`src/rtl/rst_seq_ctrl_if.sv`:
```
// Handshake bundle between the reset sequencer and the clock generator, repair engine and core.
// master = sequencer side, slave = environment side.
interface rst_seq_ctrl_if;
  logic       warm_rst_req_i;
  logic       clk_stable_i;
  logic       mem_repair_done_i;
  logic       prstn_o;
  logic       start_clk_o;
  logic       srstn_o;
  logic       mem_repair_req_o;
  logic       mem_repair_done_o;
  logic       run_stall_o;
  logic       seq_err_o;
  logic [2:0] state_o;

  modport master (
    input  warm_rst_req_i, clk_stable_i, mem_repair_done_i,
    output prstn_o, start_clk_o, srstn_o, mem_repair_req_o,
    output mem_repair_done_o, run_stall_o, seq_err_o, state_o
  );

  modport slave (
    output warm_rst_req_i, clk_stable_i, mem_repair_done_i,
    input  prstn_o, start_clk_o, srstn_o, mem_repair_req_o,
    input  mem_repair_done_o, run_stall_o, seq_err_o, state_o
  );
endinterface

```
`src/rtl/rst_seq_ctrl.sv`:
```
// Power-up / warm-reset sequencer: POR, clock start, system reset, memory repair, stall release.
// Optional repair timeout with error state enabled by defining RST_SEQ_REPAIR_TIMEOUT_EN.
module rst_seq_ctrl #(
  parameter int DELAY_CLOCKS   = 100,
  parameter int TIMEOUT_CLOCKS = 4096
) (
  input logic            clk_i,
  input logic            rst_i,
  rst_seq_ctrl_if.master bus
);

  typedef enum logic [2:0] {
    S_POR   = 3'd0,
    S_CLK   = 3'd1,
    S_SYS   = 3'd2,
    S_REP   = 3'd3,
    S_STALL = 3'd4,
    S_RUN   = 3'd5,
    S_WARM  = 3'd6,
    S_ERR   = 3'd7
  } state_t;

`ifdef RST_SEQ_REPAIR_TIMEOUT_EN
  localparam int LIMIT = (DELAY_CLOCKS > TIMEOUT_CLOCKS) ? DELAY_CLOCKS : TIMEOUT_CLOCKS;
`else
  localparam int LIMIT = DELAY_CLOCKS;
`endif
  localparam int CNT_W = $clog2(LIMIT) + 1;
  localparam logic [CNT_W-1:0] DLY_LAST = CNT_W'(DELAY_CLOCKS - 1);
  localparam logic [CNT_W-1:0] CNT_SAT  = '1;
`ifdef RST_SEQ_REPAIR_TIMEOUT_EN
  localparam logic [CNT_W-1:0] TO_LAST  = CNT_W'(TIMEOUT_CLOCKS - 1);
`endif

  if (DELAY_CLOCKS < 1 || DELAY_CLOCKS > 65535 || TIMEOUT_CLOCKS < 1) begin : g_badParams
    $error("rst_seq_ctrl: DELAY_CLOCKS or TIMEOUT_CLOCKS out of range");
  end

  state_t           r_state, w_state;
  logic [CNT_W-1:0] r_cnt, w_cnt, w_cntInc;
  logic             r_porArm, w_porArm;
  logic             r_prstn, w_prstn;
  logic             r_startClk, w_startClk;
  logic             r_srstn, w_srstn;
  logic             r_repReq, w_repReq;
  logic             r_repDone, w_repDone;
  logic             r_stall, w_stall;
`ifdef RST_SEQ_REPAIR_TIMEOUT_EN
  logic             r_err, w_err;
`endif

  always_comb begin
    w_state    = r_state;
    w_cnt      = r_cnt;
    w_cntInc   = (r_cnt == CNT_SAT) ? r_cnt : r_cnt + 1'b1;
    w_porArm   = 1'b1;
    w_prstn    = r_prstn;
    w_startClk = r_startClk;
    w_srstn    = r_srstn;
    w_repReq   = r_repReq;
    w_repDone  = r_repDone;
    w_stall    = r_stall;
`ifdef RST_SEQ_REPAIR_TIMEOUT_EN
    w_err      = r_err;
`endif

    case (r_state)
      // The reset-release edge only arms the POR timer, so prstn rises DELAY_CLOCKS edges after it.
      S_POR: begin
        if (r_porArm) begin
          if (r_cnt == DLY_LAST) begin
            w_prstn    = 1'b1;
            w_startClk = 1'b1;
            w_state    = S_CLK;
          end else begin
            w_cnt = w_cntInc;
          end
        end
      end
      S_CLK: begin
        if (!bus.clk_stable_i) begin
          w_cnt = '0;
        end else if (r_cnt == DLY_LAST) begin
          w_state = S_SYS;
        end else begin
          w_cnt = w_cntInc;
        end
      end
      S_SYS: begin
        if (r_cnt == DLY_LAST) begin
          w_srstn  = 1'b1;
          w_repReq = 1'b1;
          w_state  = S_REP;
        end else begin
          w_cnt = w_cntInc;
        end
      end
      S_REP: begin
        if (bus.mem_repair_done_i) begin
          w_repReq  = 1'b0;
          w_repDone = 1'b1;
          w_state   = S_STALL;
        end
`ifdef RST_SEQ_REPAIR_TIMEOUT_EN
        else if (r_cnt == TO_LAST) begin
          w_repReq = 1'b0;
          w_srstn  = 1'b0;
          w_stall  = 1'b1;
          w_err    = 1'b1;
          w_state  = S_ERR;
        end else begin
          w_cnt = w_cntInc;
        end
`endif
      end
      S_STALL: begin
        if (r_cnt == DLY_LAST) begin
          w_stall = 1'b0;
          w_state = S_RUN;
        end else begin
          w_cnt = w_cntInc;
        end
      end
      S_RUN: begin
        if (bus.warm_rst_req_i) begin
          w_srstn = 1'b0;
          w_stall = 1'b1;
          w_state = S_WARM;
        end
      end
      S_WARM: begin
        if (r_cnt == DLY_LAST) begin
          w_state = S_SYS;
        end else begin
          w_cnt = w_cntInc;
        end
      end
      S_ERR: begin
        if (bus.warm_rst_req_i) begin
`ifdef RST_SEQ_REPAIR_TIMEOUT_EN
          w_err = 1'b0;
`endif
          w_state = S_WARM;
        end
      end
      default: w_state = S_POR;
    endcase

    if (w_state != r_state) begin
      w_cnt = '0;
    end
  end

  always_ff @(posedge clk_i) begin
    if (rst_i) begin
      r_state    <= S_POR;
      r_cnt      <= '0;
      r_porArm   <= 1'b0;
      r_prstn    <= 1'b0;
      r_startClk <= 1'b0;
      r_srstn    <= 1'b0;
      r_repReq   <= 1'b0;
      r_repDone  <= 1'b0;
      r_stall    <= 1'b1;
`ifdef RST_SEQ_REPAIR_TIMEOUT_EN
      r_err      <= 1'b0;
`endif
    end else begin
      r_state    <= w_state;
      r_cnt      <= w_cnt;
      r_porArm   <= w_porArm;
      r_prstn    <= w_prstn;
      r_startClk <= w_startClk;
      r_srstn    <= w_srstn;
      r_repReq   <= w_repReq;
      r_repDone  <= w_repDone;
      r_stall    <= w_stall;
`ifdef RST_SEQ_REPAIR_TIMEOUT_EN
      r_err      <= w_err;
`endif
    end
  end

  assign bus.prstn_o           = r_prstn;
  assign bus.start_clk_o       = r_startClk;
  assign bus.srstn_o           = r_srstn;
  assign bus.mem_repair_req_o  = r_repReq;
  assign bus.mem_repair_done_o = r_repDone;
  assign bus.run_stall_o       = r_stall;
  assign bus.state_o           = r_state;
`ifdef RST_SEQ_REPAIR_TIMEOUT_EN
  assign bus.seq_err_o         = r_err;
`else
  assign bus.seq_err_o         = 1'b0;
`endif

endmodule

```
`src/flat_wrapper.sv`:
```
// flat-port wrapper written by rule: the top's interface ports become plain ports
module rst_seq_ctrl_flat 
#(
  parameter int DELAY_CLOCKS   = 100,
  parameter int TIMEOUT_CLOCKS = 4096
)
  (clk_i, rst_i, bus_warm_rst_req_i, bus_clk_stable_i, bus_mem_repair_done_i, bus_prstn_o, bus_start_clk_o, bus_srstn_o, bus_mem_repair_req_o, bus_mem_repair_done_o, bus_run_stall_o, bus_seq_err_o, bus_state_o);
  rst_seq_ctrl_if bus_i ();
  input logic clk_i;
  input logic rst_i;
  input wire logic [$bits(bus_i.warm_rst_req_i)-1:0] bus_warm_rst_req_i;
  input wire logic [$bits(bus_i.clk_stable_i)-1:0] bus_clk_stable_i;
  input wire logic [$bits(bus_i.mem_repair_done_i)-1:0] bus_mem_repair_done_i;
  output wire logic [$bits(bus_i.prstn_o)-1:0] bus_prstn_o;
  output wire logic [$bits(bus_i.start_clk_o)-1:0] bus_start_clk_o;
  output wire logic [$bits(bus_i.srstn_o)-1:0] bus_srstn_o;
  output wire logic [$bits(bus_i.mem_repair_req_o)-1:0] bus_mem_repair_req_o;
  output wire logic [$bits(bus_i.mem_repair_done_o)-1:0] bus_mem_repair_done_o;
  output wire logic [$bits(bus_i.run_stall_o)-1:0] bus_run_stall_o;
  output wire logic [$bits(bus_i.seq_err_o)-1:0] bus_seq_err_o;
  output wire logic [$bits(bus_i.state_o)-1:0] bus_state_o;
  assign bus_i.warm_rst_req_i = bus_warm_rst_req_i;
  assign bus_i.clk_stable_i = bus_clk_stable_i;
  assign bus_i.mem_repair_done_i = bus_mem_repair_done_i;
  assign bus_prstn_o = bus_i.prstn_o;
  assign bus_start_clk_o = bus_i.start_clk_o;
  assign bus_srstn_o = bus_i.srstn_o;
  assign bus_mem_repair_req_o = bus_i.mem_repair_req_o;
  assign bus_mem_repair_done_o = bus_i.mem_repair_done_o;
  assign bus_run_stall_o = bus_i.run_stall_o;
  assign bus_seq_err_o = bus_i.seq_err_o;
  assign bus_state_o = bus_i.state_o;
  rst_seq_ctrl #(.DELAY_CLOCKS(DELAY_CLOCKS), .TIMEOUT_CLOCKS(TIMEOUT_CLOCKS)) u_core (.clk_i(clk_i), .rst_i(rst_i), .bus(bus_i));
endmodule
```
`config.mk`:
```
export PLATFORM = sky130hd
export DESIGN_NAME = rst_seq_ctrl_flat
export DESIGN_NICKNAME = d
export VERILOG_FILES = /design/src/rtl/rst_seq_ctrl_if.sv /design/src/rtl/rst_seq_ctrl.sv /design/src/flat_wrapper.sv
export SDC_FILE = /design/constraint.sdc
export NUM_CORES = 1
export LEC_CHECK = 0
export CAP_MARGIN = 20
export CELL_PAD_IN_SITES_DETAIL_PLACEMENT = 1
export CELL_PAD_IN_SITES_GLOBAL_PLACEMENT = 2
export CORE_MARGIN = 2
export CORE_UTILIZATION = 31
export DETAILED_ROUTE_END_ITERATION = 6
export PLACE_DENSITY = 0.84
export SLEW_MARGIN = 20
export SYNTH_ARGS = -nofsm -noshare
export SYNTH_HDL_FRONTEND = slang
export SYNTH_SLANG_ARGS = --single-unit
```
`constraint.sdc`:
```
create_clock -name clk_i -period 2.6 [get_ports clk_i]
set_input_delay 0.52 -clock clk_i [delete_from_list [all_inputs] [get_ports clk_i]]
set_output_delay 0.52 -clock clk_i [all_outputs]
set_load 0.01 [all_outputs]
```
==> impl_results.md <==
* Status: finished clean
* Final setup TNS at 0 ns
* GPL Wtd Cong at 0.751
* YS warnings at 0
* Post-synthesis compound-gate area fraction at 28.7%
* Total GRT Usage at 16.0%
* Area share of and/or/nand/nor cells after synthesis at 28.7%
* CP max-delay cell: dfxtp_1
* Fraction of layout cells with a size suffix above 1 at 8.53%
* Cell Pwr Density at 396 mW/mm^2
* Worst slew margin at 58.6%
* FILL cells at 384
* Hold crit path type: flop to flop
* First drt pass iteration count at 4
* Area growth from synthesis to layout at 17.2%
* Worst-Margin Slew at 0.616 ns
* Worst Setup End Kind: output pin
* Seq/Total Area, Yosys at 33.9%
* Clock Pin Slew Worst Setup and Hold Paths at 0.11 ns
* Antenna Cells at 0
* Final Net Count at 136
* Met1 Usage GRT at 19.7%
* Total grt overflow at 0
* Leakage at 0.373 nW
* Die height at 60.9 um
* TritonCTS clock tree: done
* Starting DRC count in detailed routing at 49
* Die W at 60.9 um
* Post-CTS Resized at 0
* Data required time of the worst path at 2.08 ns
* Met3 track demand over resource at 4.48%
* Fin crit share at 82.8%
* XOR/XNOR Fraction of Synth Area at 0%
* Vias/cell at 5.60
* Drt wl/cell at 15.3 um
* CP cell instances: clkdlybuf4s50_1
* IO Pins at 15
* DPL Wire Length at 1.95 mm
* Synthesized instance count at 120
* Area share of fa/ha/maj cells after synthesis at 1.25%
* Max-cap violation count at 0
* Post-synthesis mux area share at 0.998%
* Placed Area at 0.00115 sq mm
* GR met2 Demand/Resource at 27.3%
* Multi-input logic area at 602 sq um
* Final min period at 2.15 ns
* Pre-CTS WS at 0.467 ns
* Clock tree buffer depth at 2
* Clk_lat worst skew at 0.30 ns
* Hold Fails Final Rpt at 0
* WP data arrival at 1.63 ns
* Total Wirelength at 2.65 mm
* DRC Markers at 0
* Final instance area at 0.00118 sq mm
* Placed cells at 169
* Clock Skew at 0.00797 ns
* Synth Register Bits at 17
* Synth Net Count at 126
* Pin count of the biggest net entering global routing at 19
* WP depth at 1
* Via count at 969
* Die area at 0.00371 sq mm
* Vias in the first global route at 927
* Worst ir drop on vdd at 0.241 mV
* Port Buf Inserts at 13
* First-pass GRT wire length at 4.41 mm
* Main combinational cell family by area after synthesis: compound AO/OA/AOI/OAI gates
* Setup violators final at 0
* Setup repair bufs after CTS at 0
* Initial antenna violation count at 0
* Worst reg-to-reg path cell count at 5
* Fmax at 0.464 GHz
* Slowest stage delay, CP at 0.69 ns
* Cell Rows at 20
* Hold depth at 2
* Syn avg cell area at 8.36 sq um
* Core area at 0.00308 sq mm
* Hold Buf Count CTS at 0
* Delay-heaviest family, CP: flip-flops
* Final Max Tran Viols at 0
* Initial Util at 32.6%
* Kind of critical path: flop to output pin
* Unique masters post-synth at 44
* H-tree depth at 1
* Synthesized area at 0.00100 sq mm
* CTS Root Cell: clkbuf_4
* Non-Filler Instances at 173
* CP bufs+invs at 1
* Worst setup margin at 0.446 ns
* Register area at 340 sq um
* CTS Buf Count at 3
* Crit path launch type: flop
* RSZ-0062 raised after global routing: no
* GR peak layer: met2
* CTS sink count at 17
* Final ANT Viol Nets at 0
* Crit Path Max Fanout at 16
final timing paths:
kind                                                  start                                   endpoint  slack, ns
hold / removal    u_core.bus.mem_repair_done_o$_SDFFE_PP0P_  u_core.bus.mem_repair_done_o$_SDFFE_PP0P_       0.50
hold reg to reg   u_core.bus.mem_repair_done_o$_SDFFE_PP0P_  u_core.bus.mem_repair_done_o$_SDFFE_PP0P_       0.50
setup / recovery           u_core.bus.state_o[2]$_SDFF_PP0_                             bus_state_o[2]       0.45
setup reg to reg               u_core.r_cnt[0]$_SDFFE_PP0P_               u_core.r_cnt[7]$_SDFFE_PP0P_       0.60
synth_stat cells, drive strengths merged:
cell type  number  area, sq um
a2111oi         1         15.0
a211oi          3         22.5
a21oi          10         50.1
a2bb2oi         1         8.76
a311oi          1         15.0
a31o            1         8.76
a31oi           4         25.0
a32oi           1         8.76
a41oi           2         17.5
and2            4         25.0
and3            2         12.5
and3b           2         17.5
and4            1         8.76
buf             6         35.0
clkbuf          3         11.3
conb            1         3.75
dfxtp          17          340
ha              1         12.5
inv             4         15.0
mux2i           1         10.0
nand2           7         26.3
nand2b          1         6.26
nand3           2         10.0
nand3b          1         7.51
nand4           4         25.0
nand4b          1         8.76
nor2           12         45.0
nor2b           1         6.26
nor3            2         10.0
nor3b           1         7.51
nor4            3         25.0
nor4b           1         15.0
nor4bb          1         10.0
o2111a          1         11.3
o2111ai         2         41.3
o21a            2         15.0
o21ai           8         40.0
o221ai          1         8.76
or3             1         6.26
or4             2         15.0
through the flow:
stage / power, mW / hold slack [ns] / util, %
after floorplan: 0.301 / 0.473 / -
after global placement: 0.319 / 0.479 / 37.4
after detailed placement: 0.321 / 0.483 / 37.4
after CTS: 0.474 / 0.510 / 38.2
after global routing: 0.490 / 0.544 / 38.2
final: 0.466 / 0.496 / 38.2
kinds of logic (layout without fill, tap and decap cells):
group / count (synthesis) / after routing
AOI/OAI and AO/OA: 38 / 38
other: 1 / 1
buffers and inverters: 13 / 22
DFF: 17 / 17
and+or+nand+nor: 49 / 49
muxes: 1 / 1
adders and majority gates: 1 / 1
final cells by class:
| class | count | area share (%) |
|---|---|---|
| Clock buffer | 4 | 2.23 |
| Inverter | 4 | 1.28 |
| Tap cell | 44 | 4.68 |
| Multi-Input combinational cell | 90 | 51.2 |
| Timing Repair Buffer | 14 | 11.7 |
| Sequential cell | 17 | 28.9 |
sequential cells by signal, indices dropped and copies added, names as in the netlist:
signal	count
u_core.bus.mem_repair_done_o	1
u_core.bus.mem_repair_req_o	1
u_core.bus.prstn_o	1
u_core.bus.run_stall_o	1
u_core.bus.srstn_o	1
u_core.bus.state_o	3
u_core.r_cnt	8
u_core.r_porArm	1
metal layers:
layer | up-vias | part of all wire [%]
met2 | 17 | 51
li1 | 471 | -
met3 | 4 | 2.8
met4 | 0 | 1.6
met5 | - | 0
met1 | 477 | 45
power breakdown:
part	leakage, nW	internal, mW	switching, mW
clock	0.0150	0.0597	0.0915
sequential	0.138	0.267	0.00550
combinational	0.220	0.0200	0.0228
cells in the final DEF, fill, tap and decap left out, types with 2 or more instances in the layout:
cell and count:
dfxtp_1 17, clkdlybuf4s50_1 13, nor2_1 12, a21oi_1 10
nand2_1 7, o21ai_0 5, inv_1 4, nand4_1 4
and2_1 4, a31oi_1 4, o21ai_1 3, a211oi_1 3
clkbuf_4 3, and3_1 2, or4_1 2, and3b_1 2
nor3_1 2, a41oi_1 2, nand3_1 2, nor4_1 2
o21a_1 2
Note: power is estimated with default switching activity, not from simulation.
